File: src/rtl/clock_period_monitor.sv
// Measures period, high time and low time of an asynchronous divided clock in
// clock_in cycles, and flags lock, mismatch and loss-of-clock against a divisor.
//
// state | meaning
// SEEK  | waiting for the first valid rising edge; the partial period is dropped
// HIGH  | counting a period, synced input high since the last rising edge
// LOW   | counting a period, synced input low; next rising edge completes it
module clock_period_monitor #(
  parameter int CNT_W       = 16,
  parameter int SYNC_STAGES = 2,
  parameter int LOCK_COUNT  = 4,
  parameter int TOL         = 0
) (
  input  logic             clock_in,
  input  logic             rst,
  input  logic             sample_in,
  input  logic [3:0]       divisor,
  output logic [CNT_W-1:0] period,
  output logic [CNT_W-1:0] high_time,
  output logic [CNT_W-1:0] low_time,
  output logic             meas_valid,
  output logic             locked,
  output logic             mismatch,
  output logic             timeout
);

  localparam logic [CNT_W-1:0] CNT_MAX = '1;
  localparam int               LC_W    = $clog2(LOCK_COUNT + 1);

  typedef enum logic [1:0] {SEEK, HIGH, LOW} state_t;

  logic [SYNC_STAGES-1:0] r_sync;
  logic [SYNC_STAGES:0]   r_vld;
  logic                   r_s_d;
  logic                   r_rise;
  logic                   r_fall;
  state_t                 r_state;
  logic [CNT_W-1:0]       r_pcnt;
  logic [CNT_W-1:0]       r_hcnt;
  logic [LC_W-1:0]        r_lcnt;

  logic                   w_s;
  logic [CNT_W-1:0]       w_div;
  logic [CNT_W-1:0]       w_diff;
  logic                   w_match;
  logic                   w_chk_en;

  assign w_s      = r_sync[SYNC_STAGES-1];
  assign w_div    = CNT_W'(divisor);
  assign w_diff   = (r_pcnt >= w_div) ? (r_pcnt - w_div) : (w_div - r_pcnt);
  assign w_match  = (w_diff <= CNT_W'(TOL));
  assign w_chk_en = (divisor > 4'd1);

  // r_vld tracks which pipeline flops hold real samples since reset, so the
  // cleared synchronizer cannot fake a rising edge while sample_in is high.
  always_ff @(posedge clock_in) begin
    if (rst) begin
      r_sync <= '0;
      r_vld  <= '0;
      r_s_d  <= 1'b0;
      r_rise <= 1'b0;
      r_fall <= 1'b0;
    end else begin
      r_sync <= {r_sync[SYNC_STAGES-2:0], sample_in};
      r_vld  <= {r_vld[SYNC_STAGES-1:0], 1'b1};
      r_s_d  <= w_s;
      r_rise <= r_vld[SYNC_STAGES] & w_s & ~r_s_d;
      r_fall <= r_vld[SYNC_STAGES] & ~w_s & r_s_d;
    end
  end

  // r_s_d is the level aligned with r_rise / r_fall.
  always_ff @(posedge clock_in) begin
    if (rst) begin
      r_state    <= SEEK;
      r_pcnt     <= '0;
      r_hcnt     <= '0;
      r_lcnt     <= '0;
      period     <= '0;
      high_time  <= '0;
      low_time   <= '0;
      meas_valid <= 1'b0;
      locked     <= 1'b0;
      mismatch   <= 1'b0;
      timeout    <= 1'b0;
    end else begin
      meas_valid <= 1'b0;
      mismatch   <= 1'b0;
      timeout    <= 1'b0;
      if (!w_chk_en) begin
        locked <= 1'b0;
        r_lcnt <= '0;
      end
      case (r_state)
        SEEK: begin
          if (r_rise) begin
            r_pcnt  <= CNT_W'(1);
            r_hcnt  <= CNT_W'(1);
            r_state <= HIGH;
          end
        end
        HIGH: begin
          if (r_pcnt == CNT_MAX) begin
            timeout <= 1'b1;
            locked  <= 1'b0;
            r_lcnt  <= '0;
            r_state <= SEEK;
          end else begin
            r_pcnt <= r_pcnt + 1'b1;
            if (r_s_d) r_hcnt <= r_hcnt + 1'b1;
            if (r_fall) r_state <= LOW;
          end
        end
        LOW: begin
          // A rise on the saturating cycle still completes the period.
          if (r_rise) begin
            period     <= r_pcnt;
            high_time  <= r_hcnt;
            low_time   <= r_pcnt - r_hcnt;
            meas_valid <= 1'b1;
            r_pcnt     <= CNT_W'(1);
            r_hcnt     <= CNT_W'(1);
            r_state    <= HIGH;
            if (w_chk_en) begin
              if (w_match) begin
                if (r_lcnt < LC_W'(LOCK_COUNT)) r_lcnt <= r_lcnt + 1'b1;
                locked <= (r_lcnt >= LC_W'(LOCK_COUNT - 1));
              end else begin
                r_lcnt   <= '0;
                locked   <= 1'b0;
                mismatch <= 1'b1;
              end
            end
          end else if (r_pcnt == CNT_MAX) begin
            timeout <= 1'b1;
            locked  <= 1'b0;
            r_lcnt  <= '0;
            r_state <= SEEK;
          end else begin
            r_pcnt <= r_pcnt + 1'b1;
          end
        end
        default: r_state <= SEEK;
      endcase
    end
  end

endmodule

File: config.mk
export PLATFORM = sky130hd
export DESIGN_NAME = clock_period_monitor
export DESIGN_NICKNAME = d
export VERILOG_FILES = /design/src/rtl/clock_period_monitor.sv
export SDC_FILE = /design/constraint.sdc
export NUM_CORES = 1
export LEC_CHECK = 0
export ABC_CLOCK_PERIOD_IN_PS = 3900
export BUFFER_PORTS_ARGS = -buffer_cell sky130_fd_sc_hd__buf_2
export CAP_MARGIN = 10
export CELL_PAD_IN_SITES_DETAIL_PLACEMENT = 0
export CELL_PAD_IN_SITES_GLOBAL_PLACEMENT = 2
export CORE_MARGIN = 2
export CORE_UTILIZATION = 39
export CTS_BUF_LIST = sky130_fd_sc_hd__clkbuf_8
export DETAILED_ROUTE_END_ITERATION = 7
export PLACE_DENSITY_LB_ADDON = 0.1
export SLEW_MARGIN = 20
export SYNTH_ARGS = -nofsm -noshare
export SYNTH_HDL_FRONTEND = slang
export SYNTH_SLANG_ARGS = --single-unit
File: constraint.sdc
create_clock -name clock_in -period 3.9 [get_ports clock_in]
set_input_delay 0.585 -clock clock_in [delete_from_list [all_inputs] [get_ports clock_in]]
set_output_delay 0.585 -clock clock_in [all_outputs]
set_load 0.05 [all_outputs]
# Yosys cells after proc, flatten, opt, wreduce, memory -nomap -nowiden
# Index checks and enable logic that the tools add are counted.
word_totals:
  wordCells: 89
  register_bits: 97
  input_bits: 7
  output_inout_bits: 52
op_classes:
  bitwise_logic: 9
  mux: 33
  reduce_logical: 10
  add_sub_neg: 6
  magnitude_cmp: 5
  eq_ne: 9
op_table:
  columns: ["operator", "n"]
  rows:
  - ["two-way mux 16 bit", 6]
  - ["case mux 16 bit (3 select lines)", 1]
  - ["adder 16 x 1 -> 16 bit, second input constant", 2]
  - ["case mux 16 bit (2 select lines)", 1]
  - ["two-way mux 3 bit", 6]
  - ["equality test 16 bit, second input constant", 1]
  - ["greater-or-equal comparator 16 x 4 -> 1 bit", 1]
  - ["<= comparator 16 x 1 -> 1 bit, second input constant", 1]
  - ["subtractor 16 bit", 1]
  - ["subtractor 16 x 4 -> 16 bit", 1]
  - ["subtractor 4 x 16 -> 16 bit", 1]
  - ["two-way mux 1 bit", 10]
  - ["two-way mux 2 bit", 5]
  - ["inequality test 2 bit, second input constant", 3]
  - ["inequality test 3 bit, second input constant", 2]
  - ["case mux 2 bit (3 select lines)", 1]
  - ["case mux 3 bit (2 select lines)", 1]
  - ["NOT 1 bit", 5]
  - ["bitwise AND 1 bit", 4]
  - ["> comparator 4 x 1 -> 1 bit, second input constant", 1]
  - ["case mux 1 bit (2 select lines)", 2]
  - ["AND reduction 2 bit", 2]
  - ["AND reduction 4 bit", 1]
  - ["OR reduction 2 bit", 2]
  - ["other kinds (11)", 11]

# Depth between registers and ports, before layout
# Gate-level depths: netlist of the first run.
logic_depth:
  depth_word: 7
  depth_mapped: 11
  mapped_depth_nobuf: 11

# Worst setup path before layout of the first run
# OpenSTA, ideal clock, no wires.
synth_path:
  kind: "input to register"
  startpoint: "in divisor[2]"
  endpoint: "reg r_lcnt[2]"
  stages: 10
  arrival_ns: 2.539
  t_required_ns: 3.783
  setup_time_ns: 0.117
  path_slack_ns: 1.244
  path_buffers: 0
  cell_sequence: "inv_1 -> ha_1 -> a41oi_1 -> and4_4 -> nor4b_4 -> mux2i_1 -> xor2_1 -> nor3b_2 -> and2_4 -> a32o_1"
synth_via:
  elab_chain_len: 7
  elab_cells_between_ends: 13
  cone_classes: "2 x add/sub; 3 x order compare; 8 x mux"
synth_lines:
  columns: ["item", "line_no", "source"]
  rows:
  - ["start: declaration", "17", "input logic [3:0] divisor,"]
  - ["subtractor 4 x 16 -> 16 bit (tied with other cells)", "50", "assign w_diff = (r_pcnt >= w_div) ? (r_pcnt - w_div) : (w_div - r_pcnt);"]
  - ["two-way mux 16 bit / two-way mux 3 bit (equally long branches)", "50, 90", null]
  - ["<= comparator 16 x 1 -> 1 bit / two-way mux 3 bit (equally long branches)", "51, 126", null]
  - ["two-way mux 3 bit", "125", "if (w_match) begin"]
  - ["two-way mux 3 bit", "124", "if (w_chk_en) begin"]
  - ["two-way mux 3 bit", "116", "if (r_rise) begin"]
  - ["case mux 3 bit (2 select lines) (*)", "94", "case (r_state)"]
  - ["end signal: assignment", "126", "if (r_lcnt < LC_W'(LOCK_COUNT)) r_lcnt <= r_lcnt + 1'b1;"]
  - ["end: declaration", "40", "logic [LC_W-1:0] r_lcnt;"]
# Every way passes the cells marked *; elsewhere a longest branch is shown, timed or not.
# A chain may end at the register's enable or synchronous reset.

# Worst setup path after layout of the first run
layout_path:
  startpoint: "reg r_pcnt[2]"
  endpoint: "reg r_lcnt[2]"
layout_via:
  elab_chain_len: 7
  elab_cells_between_ends: 11
  cone_classes: "2 x add/sub; 2 x order compare; 1 x eq/ne; 6 x mux"
layout_lines:
  columns: ["item", "line_no", "source"]
  rows:
  - ["start: declaration", "38", "logic [CNT_W-1:0] r_pcnt;"]
  - ["start signal: assignment", "109", "r_pcnt <= r_pcnt + 1'b1;"]
  - ["start signal: assignment", "140", "r_pcnt <= r_pcnt + 1'b1;"]
  - ["subtractor 4 x 16 -> 16 bit (tied with other cells)", "50", null]
  - ["two-way mux 16 bit", "50", null]
  - ["<= comparator 16 x 1 -> 1 bit", "51", "assign w_match = (w_diff <= CNT_W'(TOL));"]
  - ["two-way mux 3 bit", "125", null]
  - ["two-way mux 3 bit", "124", null]
  - ["two-way mux 3 bit", "116", null]
  - ["case mux 3 bit (2 select lines) (*)", "94", null]
# Marks and branches as above.

==> results.sh, run 1 <==
export IMPL_root_buffer="clkbuf_8"
export IMPL_period_minus_slack_ps=2880
export IMPL_grt_antenna_before_repair=0
export IMPL_overflow=0
export IMPL_nNetsFinal=725
export IMPL_cp_slowest_cell="dfxtp_1"
export IMPL_cp_startpoint="r_pcnt[2]$_SDFFE_PP0P_"
export IMPL_layout_drive_gt1_share_pct=13.7
export IMPL_syn_inst=639
export IMPL_crit_family="simple AND/OR/NAND/NOR gates"
export IMPL_grt_pass1_wl_mm=22.8
export IMPL_finalCritPeriodShare_pct=73.9
export IMPL_cp_start_kind="register"
export IMPL_grt_max_degree=52
export IMPL_ys_types=64
export IMPL_fin_setup_tns_ps=0
export IMPL_synth_top_cell_area_share_pct=38.0
export IMPL_h_tree_depth=3
export IMPL_crit_fanout=8
export IMPL_start_util_pct=40.2
export IMPL_vias=4580
export IMPL_hold_viol=0
export IMPL_cp_buffers_inverters=0
export IMPL_synth_area_top_cells="dfxtp_1 (38%), ha_1 (7.6%), nand2_1 (7.6%)"
export IMPL_grt_usage_pct=20.3
export IMPL_ios=59
export IMPL_ant_nets=0
export IMPL_reg2reg_from="r_pcnt[2]$_SDFFE_PP0P_"
export IMPL_placed_cell_area_sq_um=5540
export IMPL_cts_resized=0
export IMPL_die_w_um=119
export IMPL_final_area_sq_um=5730
export IMPL_instances_no_fill=863
export IMPL_place_congestion=0.859
export IMPL_final_common_cell="nand2_1"
export IMPL_worstSetupEndpoint="r_lcnt[2]$_SDFF_PP0_"
export IMPL_firstDrtPassIters=5
export IMPL_core_area_sq_um=12700
export IMPL_n_fill_cell=1371
export IMPL_status="finished clean"
export IMPL_die_area_sq_um=14100
export IMPL_clk_latency_ps=390
export IMPL_syn_cell_area_sq_um=5120
export IMPL_cp_arrival_ps=3220
export IMPL_cp_num_cells=9
export IMPL_cpPeakStageDelay_ps=580
export IMPL_cts_buffer_depth=2
export IMPL_setup_violations=0
export IMPL_yosysSeqAreaShare_pct=38.0
export IMPL_rsz0062_at_grt="no"
export IMPL_worstMarginPinSlew_ps=652
export IMPL_io_buffers=58
export IMPL_synth_seq_cells=97
export IMPL_hold_path_class="input port to register"
export IMPL_r2r_end="r_lcnt[2]$_SDFF_PP0_"
export IMPL_drv_slew=0
export IMPL_path_cells="ha_1 > a41oi_1 > and4_4 > nor4b_4 > mux2i_1 > xor2_1 > nor3b_2 > and2_4 > a32o_1"
export IMPL_routed_wl_mm=13.7
export IMPL_final_cell_mix="nand2_1 (103), dfxtp_1 (97), a21oi_1 (70)"
export IMPL_slew_headroom_pct=56.2
export IMPL_area_growth_syn_to_layout_pct=12.0
export IMPL_synthArstFlopShare_pct=0
export IMPL_peakVddDrop_mv=0.141
export IMPL_p_total_mw=2.05
export IMPL_hold_path_startpoint="sample_in"
export IMPL_avgViaCountPerCell=5.31
export IMPL_finClkSkew_ps=11.0
export IMPL_rrSetupSlack_ps=1020
export IMPL_postSynthAreaPerCell_sq_um=8.01
export IMPL_route_detailed_drc=0
export IMPL_drt_iter0_drc=308
export IMPL_p_leak_nw=2.27
export IMPL_grt_pass1_vias=4325
export IMPL_cts_hold_buf=0
export IMPL_clkTransAtPathRegs_ps=100
export IMPL_synth_ff_type="dfxtp_1"
export IMPL_worstPathRequired_ps=4230
export IMPL_cts_tree="yes"
export IMPL_antenna_cells=0
export IMPL_syn_nets=678
export IMPL_powerDensity_nw_per_um2=359
export IMPL_utilization_pct=45.0
export IMPL_fmax_mhz=347
export IMPL_synth_edf_count=0
export IMPL_postCtsSetupBuffers=0
export IMPL_drv_cap=0
export IMPL_numClockSinks=97
export IMPL_cts_buffers=9
export IMPL_place_inst=847
export IMPL_fp_dieH_um=119
export IMPL_wl_per_cell_um=15.9
export IMPL_yosys_warnings=0
export IMPL_worstSetupPathType="register to register"
export IMPL_dpl_hpwl_mm=10.2
export IMPL_rows=41
export IMPL_crit_path_end_kind="register"
export IMPL_reg2reg_depth=9
export IMPL_yosysTopAreaCell="dfxtp_1"
==> how the worst min path moves through the flow <==
stage,to,slack (ps),cells after the start
floorplan,r_fall$_SDFF_PP0_,390,1
global route,r_sync[0]$_SDFF_PP0_,410,2
detailed placement,r_fall$_SDFF_PP0_,420,1
CTS,r_sync[0]$_SDFF_PP0_,400,2
finish,r_sync[0]$_SDFF_PP0_,410,2
global placement,r_fall$_SDFF_PP0_,410,1
==> power breakdown <==
part	switching (mW)	internal (mW)	total, mW	leakage (nW)
Clock	0.391	0.271	0.662	0.0977
Sequential	0.0204	1.00	1.02	0.782
Combinational	0.228	0.140	0.368	1.39
==> cell families (layout without fill, tap and decap cells) <==
| family | after synthesis | count (layout) | synth area share [%] |
|---|---|---|---|
| AO/OA/AOI/OAI | 142 | 142 | 16.6 |
| XOR/XNOR | 29 | 29 | 4.96 |
| adder cells (fa/ha/maj) | 32 | 32 | 7.97 |
| buffers and inverters | 59 | 111 | 4.55 |
| flip-flops | 97 | 97 | 38.0 |
| multiplexers | 5 | 5 | 0.978 |
| AND/OR/NAND/NOR | 275 | 275 | 27.0 |
==> state kept, by name, indices dropped and copies added (netlist names), 2 cells and up <==
signal and cells:
r_pcnt 16, r_sync 2, r_hcnt 16, r_lcnt 3, r_state 2, r_vld 3
period 16, high_time 16, low_time 16
==> final cells by class <==
| cell class | instances | area, sq um | area share [%] |
|---|---|---|---|
| clock buffers | 11 | 151 | 2.64 |
| clock inverters | 5 | 37.5 | 0.655 |
| inverters | 34 | 128 | 2.23 |
| multi-input cells | 483 | 2940 | 51.4 |
| flip-flops and latches | 97 | 1940 | 33.9 |
| well taps | 172 | 215 | 3.76 |
| repair buffers | 61 | 313 | 5.46 |
==> synth_stat cells (all sizes together), types with 10 or more instances <==
master and instances:
nand2 103, nor3 18, nor2 52, o21ai 25
nand4 11, nand3 20, and3 10, nor2b 15
xnor2 18, inv 34, xor2 11, dfxtp 97
a21oi 72, clkbuf 18, ha 31
==> per-layer routing <==
layer  part of all wire, %  vias to the layer above  global-route usage [%]
met4                   1.4                        0                    6.70
li1                      -                     2302                       -
met2                    42                       97                    30.1
met3                   4.3                       13                    3.19
met5                     0                        -                       0
met1                    52                     2168                    29.8
==> per-stage QoR <==
stage	setup slack [ps]	hold slack, ps
after floorplan	1240	391
after global placement	940	414
after detailed placement	846	418
after CTS	986	402
after global routing	694	409
final	1020	409
(Power assumes the default switching activity.)
==> inputs of run 2 (changes only) <==
--- a/config.mk
+++ b/config.mk
@@ -5,13 +5,14 @@
 export SDC_FILE = /design/constraint.sdc
 export NUM_CORES = 1
 export LEC_CHECK = 0
-export ABC_CLOCK_PERIOD_IN_PS = 3900
+export ABC_AREA = 1
+export ABC_CLOCK_PERIOD_IN_PS = 2600
 export BUFFER_PORTS_ARGS = -buffer_cell sky130_fd_sc_hd__buf_2
 export CAP_MARGIN = 10
 export CELL_PAD_IN_SITES_DETAIL_PLACEMENT = 0
 export CELL_PAD_IN_SITES_GLOBAL_PLACEMENT = 2
 export CORE_MARGIN = 2
-export CORE_UTILIZATION = 39
+export CORE_UTILIZATION = 31
 export CTS_BUF_LIST = sky130_fd_sc_hd__clkbuf_8
 export DETAILED_ROUTE_END_ITERATION = 7
 export PLACE_DENSITY_LB_ADDON = 0.1
==> constraint.sdc (replaced) <==
create_clock -name clock_in -period 2.6 [get_ports clock_in]
set_input_delay 0.39 -clock clock_in [delete_from_list [all_inputs] [get_ports clock_in]]
set_output_delay 0.39 -clock clock_in [all_outputs]
set_load 0.05 [all_outputs]
==> run 2 against run 1 <==
  * Via count rose by 27%
  * Sequential power rose by 56%
  * Wire length rose by 42%
  * Maximum frequency rose by 23%
  * Non-clock buffer count rose by 32
  * Flip-flop and latch count did not move
  * First-iteration DRC count rose by 11%
  * Worst setup slack got worse by 760 ps
  * Critical path type unchanged
  * Highest routed layer unchanged
==> results.sh, run 2 <==
export IMPL_start_util_pct=31.5
export IMPL_wl_per_cell_um=16.7
export IMPL_core_area_sq_um=18700
export IMPL_cts_hold_buf=0
export IMPL_rows=50
export IMPL_area_growth_syn_to_layout_pct=15.7
export IMPL_grt_usage_pct=20.0
export IMPL_period_minus_slack_ps=2340
export IMPL_reg2reg_from="r_pcnt[1]$_SDFFE_PP0P_"
export IMPL_synth_common_cells="nand2_1 (155), inv_1 (100), dfxtp_1 (97), a21oi_1 (85)"
export IMPL_final_cell_mix="nand2_1 (155), inv_1 (100), dfxtp_1 (96)"
export IMPL_cp_startpoint="r_pcnt[1]$_SDFFE_PP0P_"
export IMPL_worstMarginPinSlew_ps=484
export IMPL_postCtsSetupBuffers=0
export IMPL_yosysSeqAreaShare_pct=32.9
export IMPL_cts_resized=0
export IMPL_die_area_sq_um=20100
export IMPL_rsz0062_at_grt="no"
export IMPL_place_congestion=0.878
export IMPL_peakVddDrop_mv=0.298
export IMPL_syn_inst=850
export IMPL_synth_top_cell_area_share_pct=32.9
export IMPL_antenna_cells=0
export IMPL_crit_fanout=14
export IMPL_yosys_warnings=0
export IMPL_finClkSkew_ps=14.6
export IMPL_rrSetupSlack_ps=260
export IMPL_setup_violations=0
export IMPL_power_frac_seq_pct=37.6
export IMPL_clkPwrFrac_pct=24.0
export IMPL_pwr_share_comb_pct=38.4
export IMPL_h_tree_depth=3
export IMPL_ant_nets=0
export IMPL_fp_dieH_um=142
export IMPL_finalCritPeriodShare_pct=90.1
export IMPL_ys_types=50
export IMPL_holdWs_ps=187
export IMPL_postSynthAreaPerCell_sq_um=6.94
export IMPL_drt_iter0_drc=343
export IMPL_fin_setup_tns_ps=0
export IMPL_hold_path_class="input port to register"
export IMPL_clk_latency_ps=390
export IMPL_synthArstFlopShare_pct=0
export IMPL_clkTransAtPathRegs_ps=110
export IMPL_drv_cap=0
export IMPL_io_buffers=58
export IMPL_layout_drive_gt1_share_pct=18.0
export IMPL_powerDensity_nw_per_um2=621
export IMPL_grt_max_degree=44
export IMPL_cts_buffer_depth=2
export IMPL_synth_seq_cells=97
export IMPL_numClockSinks=97
export IMPL_syn_nets=889
export IMPL_switching_share_pct=40.4
export IMPL_status="finished clean"
export IMPL_root_buffer="clkbuf_8"
export IMPL_worstSetupPathType="register to register"
export IMPL_p_int_mw=2.53
export IMPL_hold_path_startpoint="sample_in"
export IMPL_cts_tree="yes"
export IMPL_grt_antenna_before_repair=0
export IMPL_synth_ff_type="dfxtp_1"
export IMPL_crit_path_end_kind="register"
export IMPL_firstDrtPassIters=6
export IMPL_utilization_pct=36.5
export IMPL_vias=5796
export IMPL_p_leak_nw=3.19
export IMPL_hold_viol=0
export IMPL_cts_buffers=9
export IMPL_grt_pass1_wl_mm=30.8
export IMPL_grt_pass1_vias=5651
export IMPL_worstPathRequired_ps=2930
export IMPL_synth_edf_count=0
export IMPL_synth_most_common_cell="nand2_1"
export IMPL_switchingPower_mw=1.71
export IMPL_route_detailed_drc=0
export IMPL_slew_headroom_pct=67.7
export IMPL_ios=59
export IMPL_fmax_mhz=427
export IMPL_cp_arrival_ps=2670
export IMPL_dpl_hpwl_mm=15.6
export IMPL_routed_wl_mm=19.4
export IMPL_die_w_um=142
export IMPL_synth_area_top_cells="dfxtp_1 (33%), nand2_1 (9.9%), a21oi_1 (7.2%)"
export IMPL_yosysTopAreaCell="dfxtp_1"
export IMPL_drv_slew=0
export IMPL_nNetsFinal=968
export IMPL_syn_cell_area_sq_um=5900
export IMPL_n_fill_cell=2015
export IMPL_cp_start_kind="register"
export IMPL_final_common_cell="nand2_1"
export IMPL_avgViaCountPerCell=4.96
export IMPL_overflow=0
[run 2: changes by cell type after synthesis, moves of 11 or more]
cell and change:
inv_1 +66, nand2_2 +11, nor2_1 +26, o21ai_0 +52, inv_2 +12, nand3_1 +21, nor2b_1 -15, a21oi_1 +15
xnor2_1 -15, nand2_1 +52
[run 2: critical path, cell delays in order, from the launching register on]
cell     delay [ps]
dfxtp_1         340
buf_4           160
ha_1            320
nand2_1          80
nand2_1         120
nand2_2         140
nand3_4         120
inv_4            90
nand2_4         110
nand2_1          80
nand2_1          60
inv_1            50
nand2_1          40
nor2_1           90
nand2_1          70
nor2_2          140
nand3_1         120
a21oi_2         130
[run 2: final timing paths]
check                                            end  cells past startpoint
worst max-delay path            r_lcnt[1]$_SDFF_PP0_                     17
worst min-delay path            r_sync[0]$_SDFF_PP0_                      3
worst max register to register  r_lcnt[1]$_SDFF_PP0_                     17
worst min register to register   r_vld[2]$_SDFF_PP0_                      2
[run 2: final cells by class]
class	instances	area (sq um)	share of cell area [%]
Sequential cell	97	1940	28.5
Multi-Input combinational cell	610	3370	49.4
Clock inverter	6	61.3	0.898
Timing Repair Buffer	93	566	8.29
Inverter	118	450	6.60
Tap cell	234	293	4.29
Clock buffer	10	138	2.02
[run 2: cells by family (layout without fill, tap and decap cells)]
logic type,Yosys count,count (layout),synth area share [%]
buffers and inverters,143,227,9.99
adders and majority gates,32,32,6.91
DFF,97,97,32.9
xor gates and xnor gates,23,23,3.41
AOI/OAI and AO/OA,199,199,18.7
and+or+nand+nor,356,356,28.0
[run 2: power by group through the flow]
stage	sequential (mW)	clock (mW)	combinational (mW)
floorplan	1.64	0	1.07
global placement	1.62	0	1.63
detailed placement	1.63	0	1.63
CTS	1.59	1.07	1.64
global route	1.60	1.14	1.83
finish	1.59	1.02	1.63
[run 2: layer usage]
layer  global-route usage, %  vias up  part of all wire, %
met4                    6.79        0                  2.2
met1                    29.1     2686                   51
met5                       0        -                    0
li1                        -     2970                    -
met2                    30.3      114                   43
met3                    2.79       26                  3.9
[run 2: metrics by stage]
stage | area, sq um | power (mW) | std cells | worst slack (ps)
finish | 6820 | 4.24 | 1168 | 257
global route | 6820 | 4.57 | 1168 | 42.2
CTS | 6820 | 4.30 | 1168 | 205
detailed placement | 6620 | 3.25 | 1152 | 138
global placement | 6620 | 3.26 | 1152 | 201
floorplan | 5900 | 2.71 | 850 | 312
